**src/rtl/carry_bypass_pkg.sv**
```systemverilog
// Shared sizing helpers for the pipelined carry-bypass adder.
// Geometry: NBLK bypass blocks, spread evenly over the pipeline stages.
package carry_bypass_pkg;

  function automatic int nblk(input int w, input int blk);
    return w / blk;
  endfunction

  function automatic int bps(input int w, input int blk, input int st);
    return (w / blk) / st;
  endfunction

  function automatic bit cfg_ok(input int w, input int blk, input int st);
    return (blk > 0) && (st > 0) && (w % blk == 0) && ((w / blk) % st == 0);
  endfunction

endpackage

```
**src/rtl/cba_block.sv**
```systemverilog
// One carry-bypass block: ripple inside, skip the ripple when all bits
// propagate. Purely combinational.
module cba_block
  import carry_bypass_pkg::*;
#(
  parameter int BLK = 4
) (
  input  logic [BLK-1:0] a,
  input  logic [BLK-1:0] b,
  input  logic           ci,
  output logic [BLK-1:0] s,
  output logic           co,
  output logic           c_msb
);
  logic [BLK:0]   c;
  logic [BLK-1:0] p;

  always_comb begin
    p    = a ^ b;
    c    = '0;
    c[0] = ci;
    for (int j = 0; j < BLK; j++) begin
      c[j+1] = (a[j] & b[j]) | (p[j] & c[j]);
    end
    s     = p ^ c[BLK-1:0];
    co    = (&p) ? ci : c[BLK];
    c_msb = c[BLK-1];
  end

endmodule

```
**src/rtl/carry_bypass_adder_pipe.sv**
```systemverilog
// Skewed-pipeline carry-bypass adder/subtractor, valid/ready stream.
// Stage k resolves its slice of blocks from the carry of stage k-1.
module carry_bypass_adder_pipe
  import carry_bypass_pkg::*;
#(
  parameter int WIDTH  = 32,
  parameter int BLK    = 4,
  parameter int STAGES = 2
) (
  input  logic             clk,
  input  logic             rst,
  input  logic             in_valid,
  output logic             in_ready,
  input  logic [WIDTH-1:0] a,
  input  logic [WIDTH-1:0] b,
  input  logic             cin,
  input  logic             sub,
  output logic             out_valid,
  input  logic             out_ready,
  output logic [WIDTH-1:0] sum,
  output logic             cout,
  output logic             ovf
);
  localparam int NBLK = nblk(WIDTH, BLK);
  localparam int BPS  = bps(WIDTH, BLK, STAGES);
  localparam int SW   = BPS * BLK;

  if (!cfg_ok(WIDTH, BLK, STAGES)) begin : g_bad_cfg
    $error("carry_bypass_adder_pipe: bad WIDTH/BLK/STAGES");
  end

  typedef struct packed {
    logic [WIDTH-1:0] sum_lo;
    logic [WIDTH-1:0] a_hi;
    logic [WIDTH-1:0] b_hi;
    logic             carry;
    logic             c_msb;
  } stage_t;

  stage_t            prv  [STAGES];
  stage_t            st_d [STAGES];
  stage_t            st_q [STAGES];
  logic [STAGES-1:0] vin;
  logic [STAGES-1:0] ld;
  logic [STAGES-1:0] v_d;
  logic [STAGES-1:0] v_q;
  logic [WIDTH-1:0]  blk_s;
  logic [NBLK-1:0]   blk_co;
  logic              msb_c;

  // Stage 0 sees the ports; b is pre-inverted so later stages only add.
  always_comb begin
    prv[0].sum_lo = '0;
    prv[0].a_hi   = a;
    prv[0].b_hi   = b ^ {WIDTH{sub}};
    prv[0].carry  = cin | sub;
    prv[0].c_msb  = 1'b0;
    vin[0]        = in_valid;
    for (int k = 1; k < STAGES; k++) begin
      prv[k] = st_q[k-1];
      vin[k] = v_q[k-1];
    end
  end

  for (genvar i = 0; i < NBLK; i++) begin : g_blk
    localparam int K = i / BPS;
    logic ci;
    logic co;
    logic cm;
    if (i % BPS == 0) begin : g_head
      assign ci = prv[K].carry;
    end else begin : g_chain
      assign ci = g_blk[i-1].co;
    end
    cba_block #(.BLK(BLK)) u_blk (
      .a    (prv[K].a_hi[i*BLK +: BLK]),
      .b    (prv[K].b_hi[i*BLK +: BLK]),
      .ci   (ci),
      .s    (blk_s[i*BLK +: BLK]),
      .co   (co),
      .c_msb(cm)
    );
    assign blk_co[i] = co;
    if (i == NBLK - 1) begin : g_msb
      assign msb_c = cm;
    end
  end

  always_comb begin
    ld[STAGES-1] = !v_q[STAGES-1] || out_ready;
    for (int k = STAGES - 2; k >= 0; k--) begin
      ld[k] = !v_q[k] || ld[k+1];
    end
  end

  always_comb begin
    for (int k = 0; k < STAGES; k++) begin
      st_d[k] = st_q[k];
      v_d[k]  = ld[k] ? vin[k] : v_q[k];
      if (ld[k] && vin[k]) begin
        st_d[k]                  = prv[k];
        st_d[k].sum_lo[k*SW +: SW] = blk_s[k*SW +: SW];
        st_d[k].carry            = blk_co[k*BPS + BPS - 1];
        if (k == STAGES - 1) begin
          st_d[k].c_msb = msb_c;
        end
      end
    end
  end

  always_ff @(posedge clk or posedge rst) begin
    if (rst) begin
      v_q <= '0;
      for (int k = 0; k < STAGES; k++) begin
        st_q[k] <= '0;
      end
    end else begin
      v_q <= v_d;
      for (int k = 0; k < STAGES; k++) begin
        st_q[k] <= st_d[k];
      end
    end
  end

  assign in_ready  = ld[0];
  assign out_valid = v_q[STAGES-1];
  assign sum       = st_q[STAGES-1].sum_lo;
  assign cout      = st_q[STAGES-1].carry;
  assign ovf       = st_q[STAGES-1].carry ^ st_q[STAGES-1].c_msb;

endmodule
```
**config.mk**
```make
export PLATFORM = sky130hd
export DESIGN_NAME = carry_bypass_adder_pipe
export DESIGN_NICKNAME = d
export VERILOG_FILES = /design/src/rtl/carry_bypass_pkg.sv /design/src/rtl/cba_block.sv /design/src/rtl/carry_bypass_adder_pipe.sv
export SDC_FILE = /design/constraint.sdc
export NUM_CORES = 1
export LEC_CHECK = 0
export ABC_AREA = 1
export CAP_MARGIN = 20
export CELL_PAD_IN_SITES_DETAIL_PLACEMENT = 1
export CELL_PAD_IN_SITES_GLOBAL_PLACEMENT = 1
export CORE_AREA = 5 5 109 132
export DETAILED_ROUTE_END_ITERATION = 7
export DIE_AREA = 0 0 114 137
export GPL_ROUTABILITY_DRIVEN = 0
export HOLD_SLACK_MARGIN = 0.06
export PLACE_DENSITY_LB_ADDON = 0.3
export SYNTH_ARGS = -nofsm -noshare
export SYNTH_HDL_FRONTEND = slang
export SYNTH_SLANG_ARGS = --single-unit
export TNS_END_PERCENT = 100
```
**constraint.sdc**
```tcl
create_clock -name clk -period 10.71 [get_ports clk]
set_clock_uncertainty 0.2 [all_clocks]
set_input_delay 2.142 -clock clk [delete_from_list [all_inputs] [get_ports clk]]
set_output_delay 2.142 -clock clk [all_outputs]
set_load 0.02 [all_outputs]
```
==> results of run 1 <==
[metrics by stage]
stage / hold WS, ps / setup TNS [ps] / instance area, µm² / worst slack (ps) / power, mW
after floorplan: 249 / 0 / 5080 / 88.3 / 0.864
after global placement: 261 / -432 / 6050 / -340 / 1.00
after detailed placement: 273 / -800 / 6050 / -512 / 1.02
after CTS: 288 / 0 / 6360 / 4.28 / 1.36
after global routing: 303 / 0 / 6380 / 24.1 / 1.43
final: 281 / 0 / 6380 / 384 / 1.33
[synthesized netlist by cell type (all sizes together)]
master  instances
fa             32
inv            45
mux2           29
and2            4
xor2            2
ha             32
o21bai          1
buf            48
dfrtp          85
xnor2          31
nand3           7
clkbuf          2
o21ai          41
or2             3
nand2         111
nor2           12
[path summary, 6_finish.rpt]
kind / from / to / cells past startpoint
hold reg to reg: prv[66]$_DFFE_PP0P_ / prv[66]$_DFFE_PP0P_ / 2
setup reg to reg: g_blk[4].ci$_DFFE_PP0P_ / sum[31]$_DFFE_PP0P_ / 27
setup / recovery: b[0] / prv[81]$_DFFE_PP0P_ / 28
min in group asynchronous: rst / prv[81]$_DFFE_PP0P_ / 2
max in group asynchronous: rst / prv[63]$_DFFE_PP0P_ / 3
hold / removal: prv[66]$_DFFE_PP0P_ / prv[66]$_DFFE_PP0P_ / 2
[routing by layer]
metal / track usage [%] / up-vias / part of all wire (%)
met5: 0 / - / 0
met4: 6.14 / 0 / 2.0
met3: 4.42 / 14 / 6.6
met2: 27.2 / 80 / 53
met1: 16.4 / 1713 / 38
li1: - / 1608 / -
[power by group]
| part | leakage [nW] | internal, mW | total [mW] | switching, mW |
|---|---|---|---|---|
| clock network | 0.153 | 0.203 | 0.326 | 0.123 |
| logic | 1.76 | 0.263 | 0.514 | 0.251 |
| registers | 1.03 | 0.425 | 0.492 | 0.0676 |
| total | 2.95 | 0.891 | 1.33 | 0.441 |
[kinds of logic after synthesis]
family                   Yosys count  synth area share (%)
flip-flops                        85                  41.9
adder cells (fa/ha/maj)           64                  20.5
XOR/XNOR                          33                  5.69
AND/OR/NAND/NOR                  137                  11.0
multiplexers                      29                  6.43
buffers and inverters             95                  10.3
AO/OA/AOI/OAI                     42                  4.19
[worst min-delay path, delay by kind of cell (launching register included)]
kind / cells / cell delay (ps)
AO/OA/AOI/OAI: 1 / 60
flip-flops: 1 / 340
AND/OR/NAND/NOR: 1 / 50
[sequential cells by signal (all words and copies together), names as in the netlist]
| name | cells |
|---|---|
| cout | 1 |
| g_blk.ci | 1 |
| prv | 48 |
| st_q | 1 |
| sum | 32 |
| v_q | 2 |
[layout make-up]
type,count,area share (%)
Multi-Input combinational cell,305,38.6
Tap cell,168,3.29
Clock buffer,11,3.65
Clock inverter,5,1.18
Timing Repair Buffer,113,17.3
Inverter,45,2.67
Sequential cell,85,33.3
[placed cells by master (no fill, tap or decap), types with 9 or more instances in the layout]
cell	count
nor2_1	12
clkdlybuf4s50_1	104
nand2_1	108
inv_1	44
clkbuf_16	9
fa_1	23
xnor2_1	30
ha_1	32
mux2_2	29
dfrtp_1	85
o21ai_0	40
fa_2	9
[timing repair]
action / 4_1_cts / 5_1_grt
setup endpoints to repair: 1 / 2
endpoints found under the hold margin: 0 / 0
pin swaps: 0 / 0
resized for setup: 3 / 7
==> flow_summary.yaml, run 1 <==
clocking:
  clk_path_buf_depth: 2
  post-cts-setup-buffer-count: 0
  clock_sinks: 85
  hold_buffers: 0
  cts-root-buf: "clkbuf_16"
  cts_tree: "yes"
  cts_buffers: 9
  clock_latency_ps: 340
  htreeDepth: 3
  clk_pin_slew_ps: 60
layout:
  multi_input_area_um2: 2460
  layout-drive-gt1-share_pct: 12.6
  syn_to_final_growth_pct: 25.7
  final_cell_count_no_fill: 732
  ff_latch_area_um2: 2130
  final_nets: 693
  fillers: 1446
  diodes: 0
  fin_util_pct: 49.3
global_route:
  antenna_found_initial: 0
  first_global_vias: 3816
  grt.overflow.total: 0
  grt_max_degree: 80
  grt_use_total_pct: 15.1
  grt_first_pass_wirelength_um: 18300
critical_path:
  cp.arrival_ps: 10320
  critPathRequiredTime_ps: 10700
  worst_path_max_delay_cell: "clkdlybuf4s50_1"
  cpPeakStageDelay_ps: 450
  path_common_cell: "fa_2"
  r2r_setup_slack_ps: 2260
  end_kind: "register"
  critPathMaxFanout: 2
  critical_path.top_delay_family: "adder cells"
  crit_buf_inv: 3
  worstSetupPathType: "in -> reg"
  start_kind: "input port"
sta:
  hold_violations: 0
  maxSlewViolCount: 0
  min_period_over_period_pct: 96.4
  tightest_slew_ps: 942
  slew-limit-headroom_pct: 36.9
  grt_setup_unrepaired: "false"
  fmax_ghz: 0.0968
  setup_viol_count_final: 0
  timing.final.crit_period_ps: 10330
logic_synthesis:
  seq_area_frac_synth_pct: 41.9
  yosysUniqueCellTypes: 22
  synth_fp_nets: 619
  ys_warn_count: 0
  synth_area_leaders: "dfrtp_1 (42%), fa_1 (13%), nand2_1 (8.1%)"
  yosysTopAreaCell: "dfrtp_1"
  synthCells: 485
  synth_area_per_cell_um2: 10.5
  synth_top_area_share_pct: 41.9
  ys_ff_latch: 85
  syn-cell-area_um2: 5080
route:
  post_drt_wl_per_cell_um: 15.1
  drc: 0
  drt_first_pass_iters: 4
  drt_iter0_drc: 101
  viasPerCell: 4.67
  ant_nets: 0
  totalWireLength_um: 11100
  via_count: 3415
die:
  die_width_um: 114
  fp.dieArea_um2: 15600
  die_h_um: 137
  core_area_um2: 12900
  start_util_pct: 39.2
  ios: 106
  rows: 46
flow_run:
  drv_cap: 0
pwr:
  peakVddDrop_uv: 80.1
  power_density_nw_per_um2: 209
  p_leak_nw: 2.95
worst_hold_path:
  min-delay-path-class: "reg -> reg"
placed_design:
  dp_hpwl_um: 8300
  port_buffers: 105
  dp.cells: 716
status:
  status: "finished, final reports clean"
No activity file was read; power rests on OpenSTA's default activity.
==> run 2, diff against run 1 <==
==> constraint.sdc (replaced) <==
create_clock -name clk -period 10.44 [get_ports clk]
set_clock_uncertainty 0.2 [all_clocks]
set_input_delay 2.088 -clock clk [delete_from_list [all_inputs] [get_ports clk]]
set_output_delay 2.088 -clock clk [all_outputs]
set_load 0.02 [all_outputs]
==> run 2 against run 1 <==
  * Wire length down 1.5%
  * Clock power down 4%
  * Clock-buffer cell count up 1
  * Setup slack worse by 66 ps
  * Critical endpoint unchanged
  * Power up 0.80%
  * Core utilization up 0.058 points
  * Sequential cell count unchanged
  * Cell count up 0.14%
  * Global-route usage down 0.26 points
==> flow_summary.yaml, run 2 (synthesis gave the netlist of run 1 again) <==
status:
  status: "finished, final reports clean"
die:
  core_area_um2: 12900
  rows: 46
  fp.dieArea_um2: 15600
  die_h_um: 137
  die_width_um: 114
  start_util_pct: 39.2
  ios: 106
critical_path:
  cpPeakStageDelay_ps: 440
  rr_startpoint: "g_blk[4].ci$_DFFE_PP0P_"
  critPathRequiredTime_ps: 10420
  start_kind: "input port"
  r2r_setup_slack_ps: 2080
  cp.arrival_ps: 10110
  critPathLaunch: "cin"
  end_kind: "register"
  path_common_cell: "fa_2"
  worst_path_max_delay_cell: "clkdlybuf4s50_1"
  r2r_cells: 27
  critPathMaxFanout: 2
  rr_endpoint: "sum[31]$_DFFE_PP0P_"
  worstSetupPathType: "in -> reg"
  cp-endpoint: "prv[81]$_DFFE_PP0P_"
route:
  post_drt_wl_per_cell_um: 14.9
  drt_iter0_drc: 93
  drt_first_pass_iters: 4
  totalWireLength_um: 10900
  via_count: 3315
  viasPerCell: 4.52
  ant_nets: 0
  drc: 0
layout:
  layout_common_cells: "nand2_1 (108), clkdlybuf4s50_1 (104), dfrtp_1 (85), inv_1 (44), o21ai_0 (39)"
  multi_input_area_um2: 2460
  final_cell_count_no_fill: 733
  final_nets: 694
  largest_reg_flops: 48
  diodes: 0
  final_common_cell: "nand2_1"
  syn_to_final_growth_pct: 25.9
  fillers: 1418
  layout-drive-gt1-share_pct: 13.1
  ff_latch_area_um2: 2130
clocking:
  post-cts-setup-buffer-count: 0
  cts-root-buf: "clkbuf_16"
  cts_buffers: 9
  clock_latency_ps: 330
  clk_pin_slew_ps: 60
  clk_path_buf_depth: 2
  clock_sinks: 85
  cts_tree: "yes"
  htreeDepth: 3
pwr:
  p_leak_nw: 2.94
  power_density_nw_per_um2: 210
  peakVddDrop_uv: 84.8
global_route:
  first_global_vias: 3785
  antenna_found_initial: 0
  grt_use_total_pct: 14.8
  grt_first_pass_wirelength_um: 18200
  grt_max_degree: 86
  grt.overflow.total: 0
placed_design:
  dp_hpwl_um: 8200
  dp.cells: 716
  port_buffers: 105
sta:
  tightest_slew_ps: 934
  timing.final.crit_period_ps: 10120
  maxSlewViolCount: 0
  min_period_over_period_pct: 97.0
  hold_violations: 0
  slew-limit-headroom_pct: 37.5
  setup_viol_count_final: 0
  grt_setup_unrepaired: "false"
  fmax_ghz: 0.0988
  final.setup.tns_ps: 0
flow_run:
  drv_cap: 0
worst_hold_path:
  min-delay-path-class: "reg -> reg"
==> run 2: worst min path at each step <==
| stage | start | end | cells past startpoint |
|---|---|---|---|
| 6_report | prv[71]$_DFFE_PP0P_ | prv[71]$_DFFE_PP0P_ | 2 |
| 5_1_grt | prv[72]$_DFFE_PP0P_ | prv[72]$_DFFE_PP0P_ | 2 |
| 4_1_cts | prv[66]$_DFFE_PP0P_ | prv[66]$_DFFE_PP0P_ | 2 |
| 3_5_place_dp | prv[66]$_DFFE_PP0P_ | prv[66]$_DFFE_PP0P_ | 2 |
| 3_3_place_gp | prv[71]$_DFFE_PP0P_ | prv[71]$_DFFE_PP0P_ | 2 |
| 2_1_floorplan | prv[66]$_DFFE_PP0P_ | prv[66]$_DFFE_PP0P_ | 2 |
==> run 2: worst max-delay path, delay by kind of cell <==
family	cells	cell delay (ps)
adder cells (fa/ha/maj)	16	6060
buffers and inverters	4	620
AND/OR/NAND/NOR	6	970
AO/OA/AOI/OAI	3	350
==> run 2: per-layer routing <==
layer / GRT usage, % / share of wire (%)
met3: 4.69 / 6.8
met2: 27.2 / 54
met5: 0 / 0
met4: 4.09 / 0.66
met1: 16.3 / 39
==> run 2: report_power, final <==
part	internal, mW	total, mW	switching [mW]
sequential	0.436	0.503	0.0670
clock	0.191	0.313	0.122
combinational	0.269	0.527	0.258
==> run 2: layout make-up <==
class	instances	share of cell area, %
Multi-Input combinational cell	305	38.5
Sequential cell	85	33.3
Tap cell	168	3.29
Inverter	45	2.66
Clock buffer	12	3.86
Timing Repair Buffer	114	17.6
Clock inverter	4	0.744
==> run 2: per-stage QoR <==
step	total power, mW	utilization, %	worst slack [ps]	area [µm²]	hold slack (ps)
2_1_floorplan	0.887	-	28.6	5080	249
3_3_place_gp	1.03	46.7	-385	6050	261
3_5_place_dp	1.05	46.7	-568	6050	274
4_1_cts	1.37	49.1	23.2	6360	288
5_1_grt	1.44	49.4	24.9	6390	302
6_report	1.34	49.4	318	6390	282
==> run 2: timing repair <==
action                     4_1_cts  5_1_grt
setup endpoints to repair        1        1
hold buffers                     0        0
gates resized for setup          4        5
pin swaps                        0        1
==> run 3, diff against run 2 <==
--- a/config.mk
+++ b/config.mk
@@ -15,6 +15,7 @@
 export GPL_ROUTABILITY_DRIVEN = 0
 export HOLD_SLACK_MARGIN = 0.06
 export PLACE_DENSITY_LB_ADDON = 0.3
+export RECOVER_POWER = 25
 export SYNTH_ARGS = -nofsm -noshare
 export SYNTH_HDL_FRONTEND = slang
 export SYNTH_SLANG_ARGS = --single-unit
==> run 3 against run 2 <==
  * Cell area decreased by 0.31%
  * Via count is 0.15% higher
  * Register-to-register slack barely moved
  * Die area stayed put
  * Critical path type unchanged
  * Sequential cell count is the same
  * Power about the same
  * Worst hold slack lost 0.72 ps
  * Setup slack about the same
  * The flow now finishes with violations (capacitance limit, slew limit)
  * Largest power group unchanged
  * Cell count unchanged
  * Critical path depth did not move
  * Combinational power hardly changed
  * Sequential power hardly changed
==> flow_summary.yaml, run 3 (synthesis gave the netlist of run 1 again) <==
clocking:
  hold_buffers: 0
  clk_pin_slew_ps: 60
  clock_latency_ps: 330
  clock_sinks: 85
  cts_buffers: 9
  clk_path_buf_depth: 2
  htreeDepth: 3
  cts-root-buf: "clkbuf_16"
  cts_tree: "yes"
sta:
  slew-limit-headroom_pct: -71.6
  timing.final.crit_period_ps: 10120
  grt_setup_unrepaired: "false"
  maxSlewViolCount: 88
  worst_slack_ps: 318
  hold_violations: 0
  min_period_over_period_pct: 97.0
  tightest_slew_ps: 2570
  fmax_ghz: 0.0988
  setup_viol_count_final: 0
  hold_ws_ps: 282
pwr:
  clockPowerShare_pct: 23.3
  sw_frac_of_total_pct: 33.3
  p_comb_share_pct: 39.2
  power_density_nw_per_um2: 211
  netSwitchingPower_mw: 0.447
  p_leak_nw: 2.93
  peakVddDrop_uv: 84.8
  seqPwrFrac_pct: 37.5
  p_int_mw: 0.895
placed_design:
  pre_cts_ws_ps: -568
  placed_area_um2: 6050
  dp_hpwl_um: 8200
  port_buffers: 105
  dp.cells: 716
route:
  viasPerCell: 4.53
  drt_iter0_drc: 98
  via_count: 3320
  drt_first_pass_iters: 4
  drc: 0
  totalWireLength_um: 10900
  ant_nets: 0
  post_drt_wl_per_cell_um: 14.9
global_route:
  grt_max_degree: 86
  grt_first_pass_wirelength_um: 18200
  first_global_vias: 3785
  antenna_found_initial: 0
  grt_use_total_pct: 14.8
  grt.overflow.total: 0
critical_path:
  rr_endpoint: "sum[31]$_DFFE_PP0P_"
  worstSetupPathType: "in -> reg"
  path_common_cell: "fa_2"
  start_kind: "input port"
  cpPeakStageDelay_ps: 440
  worst_path_max_delay_cell: "clkdlybuf4s50_1"
  r2r_cells: 27
  cp.arrival_ps: 10110
  critPathRequiredTime_ps: 10420
  r2r_setup_slack_ps: 2080
  rr_startpoint: "g_blk[4].ci$_DFFE_PP0P_"
  critPathMaxFanout: 2
  critPathLaunch: "cin"
  end_kind: "register"
die:
  start_util_pct: 39.2
  core_area_um2: 12900
  rows: 46
  ios: 106
  fp.dieArea_um2: 15600
  die_width_um: 114
  die_h_um: 137
layout:
  final_nets: 694
  diodes: 0
  syn_to_final_growth_pct: 25.5
  layout-drive-gt1-share_pct: 12.7
  final_common_cell: "nand2_1"
  layout_common_cells: "nand2_1 (108), clkdlybuf4s50_1 (103), dfrtp_1 (85), inv_1 (44), o21ai_0 (39)"
  final_cell_count_no_fill: 733
  fin_util_pct: 49.2
  stdcell_area_um2: 6370
  largest_reg_flops: 48
status:
  status: "finished, violations left"
  violations: "capacitance limit, slew limit"
worst_hold_path:
  min-delay-path-class: "reg -> reg"
  hold_end: "prv[71]$_DFFE_PP0P_"
  holdPathStages: 2
  hold_path.startpoint: "prv[71]$_DFFE_PP0P_"
flow_run:
  drv_cap: 2
## run 3: cell types whose count changed in the layout (fill, tap and decap cells not counted)
| cell | previous run | this run |
|---|---|---|
| clkinvlp_2 | 0 | 1 |
| dlygate4sd3_1 | 0 | 1 |
| buf_4 | 8 | 7 |
| clkbuf_1 | 2 | 4 |
| clkinv_2 | 3 | 2 |
| clkdlybuf4s50_1 | 104 | 103 |
| buf_12 | 1 | 0 |
## run 3: worst max path at each step
stage,end,slack (ps),depth (start not counted)
6_report,prv[81]$_DFFE_PP0P_,320,29
5_1_grt,prv[81]$_DFFE_PP0P_,20,29
4_1_cts,prv[81]$_DFFE_PP0P_,20,28
3_5_place_dp,prv[81]$_DFFE_PP0P_,-570,28
3_3_place_gp,prv[81]$_DFFE_PP0P_,-380,28
2_1_floorplan,prv[81]$_DFFE_PP0P_,30,29
## run 3: power by group through the flow
stage | clock (mW) | combinational (mW) | sequential, mW
floorplan | 0 | 0.394 | 0.493
detailed placement | 0 | 0.539 | 0.511
CTS | 0.326 | 0.541 | 0.506
global route | 0.338 | 0.584 | 0.519
finish | 0.313 | 0.526 | 0.503
global placement | 0 | 0.523 | 0.505
## run 3: worst max-delay path, delay by kind of cell
kind / cells / cell delay [ps]
adders and majority gates: 16 / 6060
buffers and inverters: 4 / 620
and+or+nand+nor: 6 / 970
AOI/OAI and AO/OA: 3 / 350
## run 3: area by class of cell
type,instances,area (µm²)
clock buffers,12,246
clock inverters,4,47.5
fillers,1419,6580
inverters,45,170
multi-input cells,305,2460
flip-flops and latches,85,2130
well taps,168,210
repair buffers,114,1110
## run 3: metal layers
metal / global-route usage, % / up-vias / share of wire, %
met3: 4.69 / 4 / 6.7
met4: 4.09 / 0 / 0.66
li1: - / 1605 / -
met2: 27.2 / 74 / 54
met1: 16.3 / 1637 / 38
met5: 0 / - / 0
## run 3: through the flow
| step | TNS (ps) | total power, mW |
|---|---|---|
| final | 0 | 1.34 |
| after global routing | 0 | 1.44 |
| after CTS | 0 | 1.37 |
| after detailed placement | -934 | 1.05 |
| after global placement | -520 | 1.03 |
| after floorplan | 0 | 0.887 |
## run 3: what timing repair did
item	4_1_cts	5_1_grt
cloned	0	0
pin swaps	0	1
endpoints found under the setup margin	1	1
buffers inserted	0	0
gates resized for setup	4	5
